`config.mk`:
```
export PLATFORM = sky130hd
export DESIGN_NAME = ps2_host_tx_flat
export DESIGN_NICKNAME = d
export VERILOG_FILES = /design/src/rtl/ps2_pkg.sv /design/src/rtl/ps2_host_tx_if.sv /design/src/rtl/ps2_sync.sv /design/src/rtl/ps2_host_tx.sv /design/src/flat_wrapper.sv
export SDC_FILE = /design/constraint.sdc
export NUM_CORES = 1
export LEC_CHECK = 0
export ABC_CLOCK_PERIOD_IN_PS = 2800
export CELL_PAD_IN_SITES_DETAIL_PLACEMENT = 1
export CELL_PAD_IN_SITES_GLOBAL_PLACEMENT = 1
export CORE_ASPECT_RATIO = 2
export CORE_MARGIN = 5
export CORE_UTILIZATION = 45
export DETAILED_ROUTE_END_ITERATION = 10
export GPL_TIMING_DRIVEN = 0
export PLACE_DENSITY_LB_ADDON = 0.1
export SYNTH_ARGS = -nofsm -noshare
export SYNTH_HDL_FRONTEND = slang
export SYNTH_SLANG_ARGS = --single-unit
```
`constraint.sdc`:
```
create_clock -name clk14 -period 2.8 [get_ports clk14]
set_clock_uncertainty 0.05 [all_clocks]
set_input_delay 0.28 -clock clk14 [delete_from_list [all_inputs] [get_ports clk14]]
set_output_delay 0.28 -clock clk14 [all_outputs]
set_load 0.02 [all_outputs]
```
`src/rtl/ps2_pkg.sv`:
```
// ps2_pkg: shared definitions for the PS/2 host-to-device transmitter.
//   - ps2_state_e : transmitter FSM states
//   - CMD_* / RSP_* : common keyboard command and response bytes
//   - odd_parity  : parity bit that makes the 9-bit {parity, data} word odd
package ps2_pkg;

  typedef enum logic [2:0] {
    IDLE    = 3'd0,
    INHIBIT = 3'd1,
    START   = 3'd2,
    BITS    = 3'd3,
    ACK     = 3'd4,
    RELEASE = 3'd5
  } ps2_state_e;

  localparam logic [7:0] CMD_SET_LEDS = 8'hED;
  localparam logic [7:0] CMD_RESET    = 8'hFF;
  localparam logic [7:0] RSP_ACK      = 8'hFA;

  // Odd parity: 1 when the data byte holds an even number of ones.
  function automatic logic odd_parity(input logic [7:0] data);
    return ~^data;
  endfunction

endpackage

```
`src/rtl/ps2_host_tx_if.sv`:
```
// ps2_host_tx_if: command-side handshake of the PS/2 host transmitter.
//   tx_data  : byte to send (master -> slave)
//   tx_valid : send request (master -> slave)
//   tx_ready : transmitter idle, byte accepted when tx_valid & tx_ready
//   busy     : inverse of tx_ready
//   done_ok  : one-cycle pulse, device acknowledged the byte
//   done_err : one-cycle pulse, device NAK (or timeout when enabled)
interface ps2_host_tx_if;
  logic [7:0] tx_data;
  logic       tx_valid;
  logic       tx_ready;
  logic       busy;
  logic       done_ok;
  logic       done_err;

  modport master (
    output tx_data, tx_valid,
    input  tx_ready, busy, done_ok, done_err
  );

  modport slave (
    input  tx_data, tx_valid,
    output tx_ready, busy, done_ok, done_err
  );
endinterface

```
`src/rtl/ps2_sync.sv`:
```
// ps2_sync: two-flop synchronizer for one raw PS/2 line plus falling-edge
// detection on the synchronized value.
//   clk  : system clock
//   rst  : synchronous active-high reset, flops return to the idle-high level
//   din  : raw asynchronous line
//   sync : synchronized line level
//   fall : high for one cycle when sync went 1 -> 0 between consecutive cycles
module ps2_sync (
  input  logic clk,
  input  logic rst,
  input  logic din,
  output logic sync,
  output logic fall
);

  logic meta_r;
  logic sync_r;
  logic prev_r;

  // Two synchronizing flops followed by a history flop for edge detection.
  always_ff @(posedge clk) begin
    if (rst) begin
      meta_r <= 1'b1;
      sync_r <= 1'b1;
      prev_r <= 1'b1;
    end else begin
      meta_r <= din;
      sync_r <= meta_r;
      prev_r <= sync_r;
    end
  end

  assign sync = sync_r;
  assign fall = prev_r & ~sync_r;

endmodule

```
`src/rtl/ps2_host_tx.sv`:
```
// ps2_host_tx: sends one command byte from the host to a PS/2 device.
// Sequence: hold clock low (inhibit), pull data low (request-to-send),
// release clock, then shift start/data/parity/stop on the device's falling
// clock edges, read the device ack bit and wait for both lines to go idle.
//
// Ports
//   clk14      : 14 MHz system clock, all logic on its rising edge
//   rst        : synchronous active-high reset
//   host       : ps2_host_tx_if.slave (tx_data, tx_valid, tx_ready, busy,
//                done_ok, done_err)
//   ps2_clk_i  : raw PS/2 clock line (asynchronous)
//   ps2_dat_i  : raw PS/2 data line (asynchronous)
//   ps2_clk_oe : 1 pulls the clock line low, 0 releases it
//   ps2_dat_oe : 1 pulls the data line low, 0 releases it
//
// Build option
//   PS2_TX_TIMEOUT_EN : when defined, a wait longer than TIMEOUT_CYCLES for
//                       any device clock falling edge in BITS/ACK aborts the
//                       transfer with done_err and released lines.
module ps2_host_tx
  import ps2_pkg::*;
#(
  parameter int INHIBIT_CYCLES = 1400,
  parameter int START_CYCLES   = 14,
  parameter int TIMEOUT_CYCLES = 210000
) (
  input  logic               clk14,
  input  logic               rst,
  ps2_host_tx_if.slave       host,
  input  logic               ps2_clk_i,
  input  logic               ps2_dat_i,
  output logic               ps2_clk_oe,
  output logic               ps2_dat_oe
);

  localparam int PHASE_MAX = (INHIBIT_CYCLES > START_CYCLES) ? INHIBIT_CYCLES : START_CYCLES;
`ifdef PS2_TX_TIMEOUT_EN
  // The phase counter doubles as the edge-timeout counter in BITS/ACK.
  localparam int CNT_MAX = (TIMEOUT_CYCLES > PHASE_MAX) ? TIMEOUT_CYCLES : PHASE_MAX;
`else
  localparam int CNT_MAX = PHASE_MAX;
  // Timeouts are compiled out; the parameter stays for a uniform interface.
  localparam int timeout_unused_c = TIMEOUT_CYCLES;
`endif
  localparam int CNT_W = $clog2(CNT_MAX + 1);

  // Synchronized line levels and edge strobes
  logic clk_sync_s;
  logic clk_fall_s;
  logic dat_sync_s;
  logic dat_fall_unused_s;

  // State and registered outputs
  ps2_state_e       state_r,     state_nxt_s;
  logic [CNT_W-1:0] cnt_r,       cnt_nxt_s;
  logic [3:0]       bit_cnt_r,   bit_cnt_nxt_s;
  logic [7:0]       data_r,      data_nxt_s;
  logic             par_r,       par_nxt_s;
  logic             clk_oe_r,    clk_oe_nxt_s;
  logic             dat_oe_r,    dat_oe_nxt_s;
  logic             tx_ready_r,  tx_ready_nxt_s;
  logic             busy_r,      busy_nxt_s;
  logic             done_ok_r,   done_ok_nxt_s;
  logic             done_err_r,  done_err_nxt_s;

  ps2_sync u_clk_sync (
    .clk  (clk14),
    .rst  (rst),
    .din  (ps2_clk_i),
    .sync (clk_sync_s),
    .fall (clk_fall_s)
  );

  ps2_sync u_dat_sync (
    .clk  (clk14),
    .rst  (rst),
    .din  (ps2_dat_i),
    .sync (dat_sync_s),
    .fall (dat_fall_unused_s)
  );

  // State register and registered outputs.
  always_ff @(posedge clk14) begin
    if (rst) begin
      state_r    <= IDLE;
      cnt_r      <= '0;
      bit_cnt_r  <= 4'd0;
      data_r     <= 8'h00;
      par_r      <= 1'b0;
      clk_oe_r   <= 1'b0;
      dat_oe_r   <= 1'b0;
      tx_ready_r <= 1'b1;
      busy_r     <= 1'b0;
      done_ok_r  <= 1'b0;
      done_err_r <= 1'b0;
    end else begin
      state_r    <= state_nxt_s;
      cnt_r      <= cnt_nxt_s;
      bit_cnt_r  <= bit_cnt_nxt_s;
      data_r     <= data_nxt_s;
      par_r      <= par_nxt_s;
      clk_oe_r   <= clk_oe_nxt_s;
      dat_oe_r   <= dat_oe_nxt_s;
      tx_ready_r <= tx_ready_nxt_s;
      busy_r     <= busy_nxt_s;
      done_ok_r  <= done_ok_nxt_s;
      done_err_r <= done_err_nxt_s;
    end
  end

  // Next-state and next-output logic; outputs are computed one cycle ahead
  // so that every line change appears on a register boundary.
  always_comb begin
    state_nxt_s    = state_r;
    cnt_nxt_s      = cnt_r;
    bit_cnt_nxt_s  = bit_cnt_r;
    data_nxt_s     = data_r;
    par_nxt_s      = par_r;
    clk_oe_nxt_s   = clk_oe_r;
    dat_oe_nxt_s   = dat_oe_r;
    tx_ready_nxt_s = tx_ready_r;
    busy_nxt_s     = busy_r;
    done_ok_nxt_s  = 1'b0;
    done_err_nxt_s = 1'b0;

    case (state_r)
      IDLE: begin
        clk_oe_nxt_s = 1'b0;
        dat_oe_nxt_s = 1'b0;
        if (host.tx_valid && tx_ready_r) begin
          data_nxt_s     = host.tx_data;
          par_nxt_s      = odd_parity(host.tx_data);
          cnt_nxt_s      = '0;
          clk_oe_nxt_s   = 1'b1;
          tx_ready_nxt_s = 1'b0;
          busy_nxt_s     = 1'b1;
          state_nxt_s    = INHIBIT;
        end else begin
          tx_ready_nxt_s = 1'b1;
          busy_nxt_s     = 1'b0;
        end
      end

      // Device clock edges are ignored here: the host owns the clock line.
      INHIBIT: begin
        if (cnt_r == CNT_W'(INHIBIT_CYCLES - 1)) begin
          cnt_nxt_s    = '0;
          dat_oe_nxt_s = 1'b1;
          state_nxt_s  = START;
        end else begin
          cnt_nxt_s = cnt_r + CNT_W'(1);
        end
      end

      START: begin
        if (cnt_r == CNT_W'(START_CYCLES - 1)) begin
          cnt_nxt_s     = '0;
          bit_cnt_nxt_s = 4'd0;
          clk_oe_nxt_s  = 1'b0;
          dat_oe_nxt_s  = 1'b1;
          state_nxt_s   = BITS;
        end else begin
          cnt_nxt_s = cnt_r + CNT_W'(1);
        end
      end

      // bit_cnt_r counts falling edges already seen; edge n drives the bit
      // the device samples on the following rising edge.
      BITS: begin
        if (clk_fall_s) begin
          bit_cnt_nxt_s = bit_cnt_r + 4'd1;
          if (bit_cnt_r < 4'd8) begin
            dat_oe_nxt_s = ~data_r[bit_cnt_r[2:0]];
          end else if (bit_cnt_r == 4'd8) begin
            dat_oe_nxt_s = ~par_r;
          end else begin
            dat_oe_nxt_s = 1'b0;
            state_nxt_s  = ACK;
          end
        end else begin
          bit_cnt_nxt_s = bit_cnt_r;
        end
      end

      ACK: begin
        if (clk_fall_s) begin
          if (dat_sync_s) begin
            done_err_nxt_s = 1'b1;
          end else begin
            done_ok_nxt_s = 1'b1;
          end
          state_nxt_s = RELEASE;
        end else begin
          state_nxt_s = ACK;
        end
      end

      RELEASE: begin
        if (clk_sync_s && dat_sync_s) begin
          tx_ready_nxt_s = 1'b1;
          busy_nxt_s     = 1'b0;
          state_nxt_s    = IDLE;
        end else begin
          state_nxt_s = RELEASE;
        end
      end

      default: begin
        clk_oe_nxt_s   = 1'b0;
        dat_oe_nxt_s   = 1'b0;
        tx_ready_nxt_s = 1'b1;
        busy_nxt_s     = 1'b0;
        state_nxt_s    = IDLE;
      end
    endcase

`ifdef PS2_TX_TIMEOUT_EN
    // Edge watchdog: restarts on every device falling edge, otherwise counts.
    if ((state_r == BITS) || (state_r == ACK)) begin
      if (clk_fall_s) begin
        cnt_nxt_s = '0;
      end else if (cnt_r == CNT_W'(TIMEOUT_CYCLES - 1)) begin
        cnt_nxt_s      = '0;
        clk_oe_nxt_s   = 1'b0;
        dat_oe_nxt_s   = 1'b0;
        done_ok_nxt_s  = 1'b0;
        done_err_nxt_s = 1'b1;
        tx_ready_nxt_s = 1'b1;
        busy_nxt_s     = 1'b0;
        state_nxt_s    = IDLE;
      end else begin
        cnt_nxt_s = cnt_r + CNT_W'(1);
      end
    end else begin
      cnt_nxt_s = cnt_nxt_s;
    end
`endif
  end

  assign ps2_clk_oe    = clk_oe_r;
  assign ps2_dat_oe    = dat_oe_r;
  assign host.tx_ready = tx_ready_r;
  assign host.busy     = busy_r;
  assign host.done_ok  = done_ok_r;
  assign host.done_err = done_err_r;

endmodule

```
`src/flat_wrapper.sv`:
```
// flat-port wrapper written by rule: the top's interface ports become plain ports
module ps2_host_tx_flat import ps2_pkg::*;
#(
  parameter int INHIBIT_CYCLES = 1400,
  parameter int START_CYCLES   = 14,
  parameter int TIMEOUT_CYCLES = 210000
)
  (clk14, rst, ps2_clk_i, ps2_dat_i, ps2_clk_oe, ps2_dat_oe, host_tx_data, host_tx_valid, host_tx_ready, host_busy, host_done_ok, host_done_err);
  ps2_host_tx_if host_i ();
  input  logic clk14;
  input  logic rst;
  input  logic ps2_clk_i;
  input  logic ps2_dat_i;
  output logic ps2_clk_oe;
  output logic ps2_dat_oe;
  input wire logic [$bits(host_i.tx_data)-1:0] host_tx_data;
  input wire logic [$bits(host_i.tx_valid)-1:0] host_tx_valid;
  output wire logic [$bits(host_i.tx_ready)-1:0] host_tx_ready;
  output wire logic [$bits(host_i.busy)-1:0] host_busy;
  output wire logic [$bits(host_i.done_ok)-1:0] host_done_ok;
  output wire logic [$bits(host_i.done_err)-1:0] host_done_err;
  assign host_i.tx_data = host_tx_data;
  assign host_i.tx_valid = host_tx_valid;
  assign host_tx_ready = host_i.tx_ready;
  assign host_busy = host_i.busy;
  assign host_done_ok = host_i.done_ok;
  assign host_done_err = host_i.done_err;
  ps2_host_tx #(.INHIBIT_CYCLES(INHIBIT_CYCLES), .START_CYCLES(START_CYCLES), .TIMEOUT_CYCLES(TIMEOUT_CYCLES)) u_core (.clk14(clk14), .rst(rst), .host(host_i), .ps2_clk_i(ps2_clk_i), .ps2_dat_i(ps2_dat_i), .ps2_clk_oe(ps2_clk_oe), .ps2_dat_oe(ps2_dat_oe));
endmodule
```
==> results of run 1 <==
-- layer usage --
metal | part of all wire [%] | wire length, um
met1 | 36 | 1840
met3 | 2.2 | 113
met5 | 0 | 0
met4 | 2.4 | 125
met2 | 60 | 3080
-- worst min path at each step --
stage	start	depth (start not counted)	slack, ns	to
4_1_cts	u_core.u_clk_sync.meta_r	1	0.37	u_core.u_clk_sync.sync
5_1_grt	u_core.u_clk_sync.meta_r	1	0.40	u_core.u_clk_sync.sync
2_1_floorplan	ps2_clk_i	1	0.33	u_core.u_clk_sync.meta_r
3_5_place_dp	u_core.u_clk_sync.meta_r	1	0.35	u_core.u_clk_sync.sync
3_3_place_gp	u_core.u_dat_sync.meta_r	1	0.34	u_core.u_dat_sync.sync
6_report	u_core.u_clk_sync.meta_r	1	0.37	u_core.u_clk_sync.sync
-- per-stage QoR --
| step | hold slack (ns) | setup WS [ns] |
|---|---|---|
| after floorplan | 0.334 | 1.12 |
| after global placement | 0.342 | 0.733 |
| after global routing | 0.398 | 0.546 |
| after CTS | 0.371 | 0.685 |
| after detailed placement | 0.353 | 0.718 |
| final | 0.367 | 0.716 |
-- power groups by stage --
stage,Sequential (mW),Clock [mW],Combinational [mW]
after floorplan,0.657,0,0.296
after global placement,0.652,0,0.436
after detailed placement,0.654,0,0.448
after CTS,0.641,0.399,0.454
after global routing,0.648,0.425,0.494
final,0.640,0.386,0.446
-- flip-flops by register name, indices dropped and copies added (netlist names) --
register and count:
u_core.u_clk_sync.prev_r 1, u_core.u_clk_sync.sync 1, u_core.par_r 1, u_core.host.done_err 1
u_core.host.tx_ready 1, u_core.u_clk_sync.meta_r 1, u_core.bit_cnt_r 4, u_core.host.busy 1
u_core.u_dat_sync.sync 1, u_core.u_dat_sync.meta_r 1, u_core.cnt_r 11, u_core.ps2_dat_oe 1
u_core.data_r 8, u_core.state_r 3, u_core.ps2_clk_oe 1, u_core.host.done_ok 1
-- cell families after synthesis --
family,count (synthesis)
buf+inv,18
mux,2
compound gates,52
flops,38
fa+ha+maj,3
simple gates,111
xor+xnor,11
-- cell usage in the layout, fill, tap and decap left out, types with 2 or more instances in the layout --
master and count:
o311a_1 2, or3_1 3, nor3_1 9, a211oi_1 3, xnor2_1 10, nor2b_1 7, inv_1 6, nand2b_1 3
nand2_1 41, mux4_2 2, nand3_1 10, o21bai_1 2, dfxtp_1 38, and2_1 5, nand4_1 2, and3_1 2
or2_2 5, nor4b_1 2, o22ai_1 7, a31oi_1 3, o21a_1 2, o21ai_0 3, nor2_1 15, a211oi_2 2
buf_2 4, clkbuf_1 8, clkdlybuf4s50_1 17, a21oi_1 24, nor4_1 2, clkbuf_8 6, ha_1 3
-- area by class of cell --
| cell class | count | area (um^2) |
|---|---|---|
| tap | 52 | 65.1 |
| multi-input combinational | 179 | 1070 |
| clock inverter | 1 | 5.00 |
| sequential | 38 | 761 |
| buffer | 12 | 57.6 |
| fill | 526 | 1890 |
| clock buffer | 7 | 86.3 |
| timing repair buffer | 17 | 170 |
| inverter | 6 | 22.5 |
==> results.yml, run 1 <==
layout:
  drive_above_1_share_pct: 8.46
  diodes: 0
  layout.nets: 275
  fin_area_um2: 2240
  utilization_pct: 54.2
  area_growth_pct: 17.1
  stdcell_count: 312
route:
  totalWireLength_um: 5150
  detail-route-antenna-nets: 0
  drt-vias-per-instance: 5.74
  post_drt_wl_per_cell_um: 16.5
  drcViolationCount: 0
  drt_first_pass_iters: 4
  route.vias.total: 1792
  drt_first_iter_violations: 59
setup_path:
  rrSetupSlack_ns: 0.72
  reg2reg_depth: 7
  crit_arrival_ns: 2.19
  end_kind: "flop"
  crit_path_max_fanout: 10
  worstPathRequired_ns: 2.91
  critPathTopFamily: "compound AO/OA/AOI/OAI gates"
  cp_slowest_cell: "clkbuf_1"
  r2r-end: "u_core.state_r[1]"
  critPathKind: "reg -> reg"
  crit_cells: 7
  cp_slowest_stage_delay_ns: 0.45
  rr_startpoint: "u_core.cnt_r[0]"
  startpoint_type: "flop"
  cp_num_buf_inv: 1
  crit_path_cell_trace: "ha_1 -> nand2_1 -> nor4_1 -> a211oi_2 -> clkbuf_1 -> a2bb2oi_1 -> nor3_1"
  crit_end: "u_core.state_r[1]"
  cp-startpoint: "u_core.cnt_r[0]"
timing:
  min_period_ns: 2.08
  fmax_mhz: 480
  worstMarginPinSlew_ns: 0.693
  timing_hold_violations_final: 0
  rsz0062_at_grt: "no"
  setup_viol_count_final: 0
  slew_headroom_pct: 53.4
  setup-tns-final_ns: 0
  fin_crit_sh_pct: 74.4
  maxSlewViolCount: 0
synthesis:
  post-synth-top-area-cell: "dfxtp_1"
  synth_compound_area_share_pct: 17.3
  synthSimpleGateAreaFrac_pct: 29.3
  synthCells: 235
  synthArstFlopShare_pct: 0
  synth_cell_types: 40
  syn_area_um2: 1910
  synth_edf_count: 0
  yosysMostFrequentCell: "nand2_1"
  ys_warn_count: 0
  synth_area_leaders: "dfxtp_1, nand2_1, a21oi_1"
  synth-adder-area-share_pct: 1.97
  syn_avg_cell_area_um2: 8.12
  yosysSeqAreaShare_pct: 39.8
  synthXorXnorAreaFrac_pct: 5.05
  synthDominantCellAreaShare_pct: 39.8
  syn_nets: 251
  synth_common_cells: "nand2_1, dfxtp_1, a21oi_1, nor2_1"
  synthFlopType: "dfxtp_1"
  ys_seq_elements: 38
  synth_top_family_by_area: "simple AND/OR/NAND/NOR gates"
  synth.area.mux_share_pct: 2.36
power_and_ir_drop:
  p_per_area_nw_per_um2: 658
  max-vdd-ir-drop_v: 0.000511
  pwr-share-comb_pct: 30.3
  fin_total_pwr_mw: 1.47
  leakagePower_nw: 0.776
  p_sw_share_pct: 33.6
  seqPwrFrac_pct: 43.5
  p_sw_uw: 495
  p_int_uw: 977
  clockPowerShare_pct: 26.2
floorplanning:
  io_pins: 19
  fp.dieArea_um2: 5720
  initial_core_util_pct: 46.2
  die_h_um: 102
  core_um2: 4130
  num_rows: 33
  die-width_um: 56.1
placed_design:
  hpwl_um: 4040
  gp_congestion: 0.792
  port_buffers: 17
  dpl_cell_area_um2: 2140
  dp.cells: 304
global_routing:
  antenna_found_initial: 0
  busiest_layer: "met2"
  gr-usage-met2_pct: 40.7
  met1_usage_pct: 18.1
  grt_pass1_vias: 1902
  grt.overflow.total: 0
  track_usage_pct: 19.5
  grt_max_degree: 12
  use_met3_pct: 2.65
  grt_pass1_wl_um: 8690
worst_hold_path:
  worstHoldPathType: "reg -> reg"
clock_tree:
  post_cts_resized: 0
  insertion_delay_ns: 0.29
  cts_num_sinks: 38
  cts_buffer_depth: 2
  numCtsBuffers: 5
  cts_root_buf: "clkbuf_8"
  clk_pin_slew_worst_paths_ns: 0.07
  cts_tree: "yes"
  post_cts_buffers: 0
  cts_hold_buf: 0
  htree_num_levels: 2
run_status:
  status: "finished clean"
job:
  drv_cap: 0
Power figures use the tool's default switching activity.
==> run 2, diff against run 1 <==
ABC_CLOCK_PERIOD_IN_PS = 1750   (was 2800)
CORE_UTILIZATION = 38   (was 45)
clock period = 1.75 ns   (was 2.8 ns; I/O delays follow)
==> run 2 against run 1 <==
Against the previous run:
- the flow now finishes with violations (setup timing)
- critical path type unchanged
- first-iteration DRC count is 6.8% lower
- clock power is 68% higher
- wire length rose by 7.0%
- largest power group unchanged
- utilization decreased by 4.2 points
==> results.yml, run 2 (synthesized netlist as in run 1, its figures left out) <==
route:
  route.vias.total: 1810
  post_drt_wl_per_cell_um: 17.1
  drt_first_iter_violations: 55
  drcViolationCount: 0
  detail-route-antenna-nets: 0
  drt-vias-per-instance: 5.60
  totalWireLength_um: 5520
  drt_first_pass_iters: 4
global_routing:
  antenna_found_initial: 0
  busiest_layer: "met2"
  grt_max_degree: 13
  use_met3_pct: 4.20
  grt_pass1_vias: 1856
  gr-usage-met2_pct: 35.8
  track_usage_pct: 17.9
  grt.overflow.total: 0
  met1_usage_pct: 15.8
  grt_pass1_wl_um: 8620
timing:
  worst_slack_ns: -0.0200
  maxSlewViolCount: 0
  min_period_ns: 1.77
  slew_headroom_pct: 58.4
  setup_viol_count_final: 1
  hold_slack_ns: 0.240
  fmax_mhz: 565
  timing_hold_violations_final: 0
  rsz0062_at_grt: "yes"
  worstMarginPinSlew_ns: 0.624
  fin_crit_sh_pct: 101
layout:
  diodes: 0
  num-fill-cells: 599
  layout.nets: 281
  final_common_cell: "nand2_1"
  area_growth_pct: 27.3
  utilization_pct: 49.9
  drive_above_1_share_pct: 18.8
  largest_reg_flops: 11
  top_register: "u_core.cnt_r"
  fin_area_um2: 2430
  reg_top3: "u_core.cnt_r x11, u_core.data_r x8, u_core.bit_cnt_r x4"
  most-common-layout-cells: "nand2_1, dfxtp_1, a21oi_1, clkdlybuf4s50_1, nor2_1"
clock_tree:
  cts_buffer_depth: 2
  insertion_delay_ns: 0.30
  cts_num_sinks: 38
  clk_pin_slew_worst_paths_ns: 0.08
  htree_num_levels: 2
  numCtsBuffers: 5
  cts_root_buf: "clkbuf_8"
  cts_tree: "yes"
floorplanning:
  die_h_um: 110
  die-width_um: 60.1
  num_rows: 36
  fp.dieArea_um2: 6630
  core_um2: 4860
  io_pins: 19
  initial_core_util_pct: 39.2
placed_design:
  hpwl_um: 4010
  dpl_cell_area_um2: 2150
  gp_congestion: 0.806
  port_buffers: 17
setup_path:
  startpoint_type: "flop"
  cp-startpoint: "u_core.cnt_r[0]"
  rr_startpoint: "u_core.cnt_r[0]"
  end_kind: "flop"
  worstPathRequired_ns: 1.93
  crit_arrival_ns: 1.95
  crit_path_max_fanout: 6
  critPathKind: "reg -> reg"
job:
  drv_cap: 0
worst_hold_path:
  worstHoldPathType: "in -> reg"
  min_from: "rst"
power_and_ir_drop:
  fin_total_pwr_mw: 2.62
  max-vdd-ir-drop_v: 0.000624
  p_per_area_nw_per_um2: 1080
  leakagePower_nw: 0.853
run_status:
  status: "complete, but fails checks"
  violations: "setup timing"
run 2: timing repair:
| action | 4_1_cts | 5_1_grt |
|---|---|---|
| hold buffers | 0 | 0 |
| resized for setup | 15 | 23 |
| setup buffers | 1 | 4 |
| pin swaps | 1 | 4 |
| endpoints found under the setup margin | 25 | 26 |
| cloned | 0 | 1 |
run 2: metrics by stage:
step | TNS [ns] | std cells | setup WS (ns)
2_1_floorplan | 0 | 235 | 0.0682
3_3_place_gp | -6.15 | 309 | -0.369
3_5_place_dp | -6.51 | 309 | -0.381
4_1_cts | -0.0274 | 318 | -0.0149
5_1_grt | -0.842 | 323 | -0.109
6_report | -0.0200 | 323 | -0.0200
run 2: power by group:
part | internal, mW | leakage (nW) | switching, mW | total [mW]
logic | 0.432 | 0.494 | 0.484 | 0.915
registers | 0.963 | 0.312 | 0.0878 | 1.05
clock network | 0.317 | 0.0472 | 0.332 | 0.649
total | 1.71 | 0.853 | 0.904 | 2.62
run 2: area by class of cell:
class | count | area, um^2 | share of cell area (%)
Multi-Input combinational cell | 179 | 1170 | 48.1
Sequential cell | 38 | 772 | 31.8
Timing Repair Buffer | 23 | 215 | 8.86
Buffer | 12 | 83.8 | 3.45
Clock buffer | 6 | 82.6 | 3.40
Tap cell | 57 | 71.3 | 2.94
Inverter | 6 | 22.5 | 0.927
Clock inverter | 2 | 12.5 | 0.515
run 2: worst paths after layout:
| check | slack [ns] | to | depth (start not counted) |
|---|---|---|---|
| max | -0.02 | u_core.cnt_r[4] | 7 |
| min | 0.24 | u_core.host.done_err | 2 |
| max reg2reg | -0.02 | u_core.cnt_r[4] | 7 |
| min reg2reg | 0.37 | u_core.u_clk_sync.sync | 1 |
run 2: critical path: stages, from the launching register on:
cell and delay [ns]:
dfxtp_4 0.38, ha_4 0.18, nand2_1 0.08, nor4_2 0.05, a211oi_2 0.43, clkbuf_4 0.28
o22ai_1 0.09, a21oi_1 0.16
run 2: routing by layer:
| metal | part of all wire, % | routed length [um] |
|---|---|---|
| met2 | 60 | 3300 |
| met3 | 2.5 | 136 |
| met1 | 35 | 1930 |
| met5 | 0 | 0 |
| met4 | 2.8 | 155 |
==> run 3, diff against run 2 <==
CORE_UTILIZATION = 39   (was 38)
CTS_BUF_LIST = sky130_fd_sc_hd__clkbuf_8   (was not set)
SLEW_MARGIN = 20   (was not set)
==> run 3 against run 2 <==
Against the previous run:
- the run now ends clean
- via count fell by 1.4%
- hold slack improved by 0.028 ns
- utilization rose by 0.62 points
- cell count fell by 0.62%
- critical path depth did not move
- sequential power barely moved
- critical path type unchanged
- highest routed layer unchanged
==> results.yml, run 3 (synthesized netlist as in run 1, its figures left out) <==
setup_path:
  crit_path_max_fanout: 10
  cp_num_buf_inv: 1
  worstPathRequired_ns: 1.85
  cp_slowest_stage_delay_ns: 0.40
  critPathKind: "reg -> reg"
  cp_slowest_cell: "dfxtp_4"
  critPathTopFamily: "simple AND/OR/NAND/NOR gates"
  crit_arrival_ns: 1.78
  end_kind: "flop"
  crit_path_cell_trace: "ha_1 -> nor4b_4 -> and4_4 -> nor2b_4 -> buf_6 -> o22ai_1 -> a21oi_1"
  startpoint_type: "flop"
timing:
  fmax_mhz: 594
  timing_hold_violations_final: 0
  worst_slack_ns: 0.0677
  setup_viol_count_final: 0
  min_period_ns: 1.68
  maxSlewViolCount: 0
  fin_crit_sh_pct: 96.1
  setup-tns-final_ns: 0
  rsz0062_at_grt: "yes"
  worstMarginPinSlew_ns: 0.679
  slew_headroom_pct: 54.7
route:
  post_drt_wl_per_cell_um: 16.8
  drcViolationCount: 0
  route.vias.total: 1785
  drt_first_iter_violations: 57
  drt_first_pass_iters: 4
  totalWireLength_um: 5390
  drt-vias-per-instance: 5.56
  detail-route-antenna-nets: 0
job:
  drv_cap: 0
layout:
  final_common_cell: "nand2_1"
  reg_top3: "u_core.cnt_r x11, u_core.data_r x8, u_core.bit_cnt_r x4"
  diodes: 0
  drive_above_1_share_pct: 17.0
  largest_reg_flops: 11
  fin_area_um2: 2440
  most-common-layout-cells: "nand2_1, dfxtp_1, a21oi_1, clkdlybuf4s50_1, nor2_1"
  top_register: "u_core.cnt_r"
  layout.nets: 279
  area_growth_pct: 27.7
clock_tree:
  clk_pin_slew_worst_paths_ns: 0.08
  cts_hold_buf: 0
  cts_root_buf: "clkbuf_8"
  htree_num_levels: 2
  insertion_delay_ns: 0.29
  cts_num_sinks: 38
  cts_tree: "yes"
  cts_buffer_depth: 2
  numCtsBuffers: 5
global_routing:
  gr-usage-met2_pct: 37.9
  use_met3_pct: 3.55
  grt.overflow.total: 0
  grt_max_degree: 13
  busiest_layer: "met2"
  track_usage_pct: 18.5
  antenna_found_initial: 0
  grt_pass1_vias: 1869
  met1_usage_pct: 16.1
  grt_pass1_wl_um: 8840
power_and_ir_drop:
  p_per_area_nw_per_um2: 1160
  leakagePower_nw: 0.850
  max-vdd-ir-drop_v: 0.000686
floorplanning:
  die-width_um: 59.5
  initial_core_util_pct: 39.6
  num_rows: 36
  io_pins: 19
  die_h_um: 109
  fp.dieArea_um2: 6480
  core_um2: 4820
placed_design:
  port_buffers: 17
  hpwl_um: 4030
  gp_congestion: 0.784
  dpl_cell_area_um2: 2150
  post-place-ws_ns: -0.383
run_status:
  status: "finished clean"
worst_hold_path:
  worstHoldPathType: "in -> reg"
==> run 3: cell types whose count changed in the layout (fill, tap and decap cells not counted), sizes merged <==
cell and change:
bufinv +2, clkbuf -2, clkinv -1, clkinvlp -1
==> run 3: layout make-up <==
class / instances / area (um^2)
fill: 564 / 2380
multi-input combinational: 179 / 1140
sequential: 38 / 772
timing repair buffer: 21 / 200
buffer: 12 / 83.8
clock buffer: 6 / 82.6
tap: 57 / 71.3
clock inverter: 2 / 60.1
inverter: 6 / 22.5
==> run 3: worst reg2reg max path: stages (launching register included) <==
cell and delay [ns]:
dfxtp_4 0.40, ha_1 0.17, nor4b_4 0.20, and4_4 0.28, nor2b_4 0.05, buf_6 0.14
o22ai_1 0.16, a21oi_1 0.09
==> run 3: final timing paths <==
check	cells after the start	to	startpoint	slack (ns)
max	7	u_core.cnt_r[8]	u_core.cnt_r[0]	0.07
min	2	u_core.host.done_err	rst	0.27
max reg2reg	7	u_core.cnt_r[8]	u_core.cnt_r[0]	0.07
min reg2reg	1	u_core.u_clk_sync.sync	u_core.u_clk_sync.meta_r	0.36
==> run 3: metrics by stage <==
step / hold WS [ns] / cells / util, % / power (mW)
after floorplan: 0.229 / 235 / - / 1.53
after detailed placement: 0.347 / 309 / 44.6 / 1.77
final: 0.268 / 321 / 50.6 / 2.82
after global routing: 0.285 / 321 / 50.6 / 2.97
after global placement: 0.340 / 309 / 44.6 / 1.76
after CTS: 0.279 / 318 / 48.9 / 2.77
==> run 3: metal layers <==
metal	share of wire, %	wire (um)
met1	34	1840
met4	1.9	103
met3	2.6	141
met2	61	3300
met5	0	0
==> run 3: what timing repair did <==
item / in CTS / in global routing
pin swaps: 2 / 5
setup endpoints to repair: 26 / 28
buffers inserted: 1 / 3
resized for setup: 15 / 21
==> run 3: power breakdown <==
group | internal (mW) | leakage, nW | switching (mW)
registers | 0.964 | 0.312 | 0.0899
clock network | 0.608 | 0.0714 | 0.319
logic | 0.393 | 0.467 | 0.449
total | 1.96 | 0.850 | 0.857
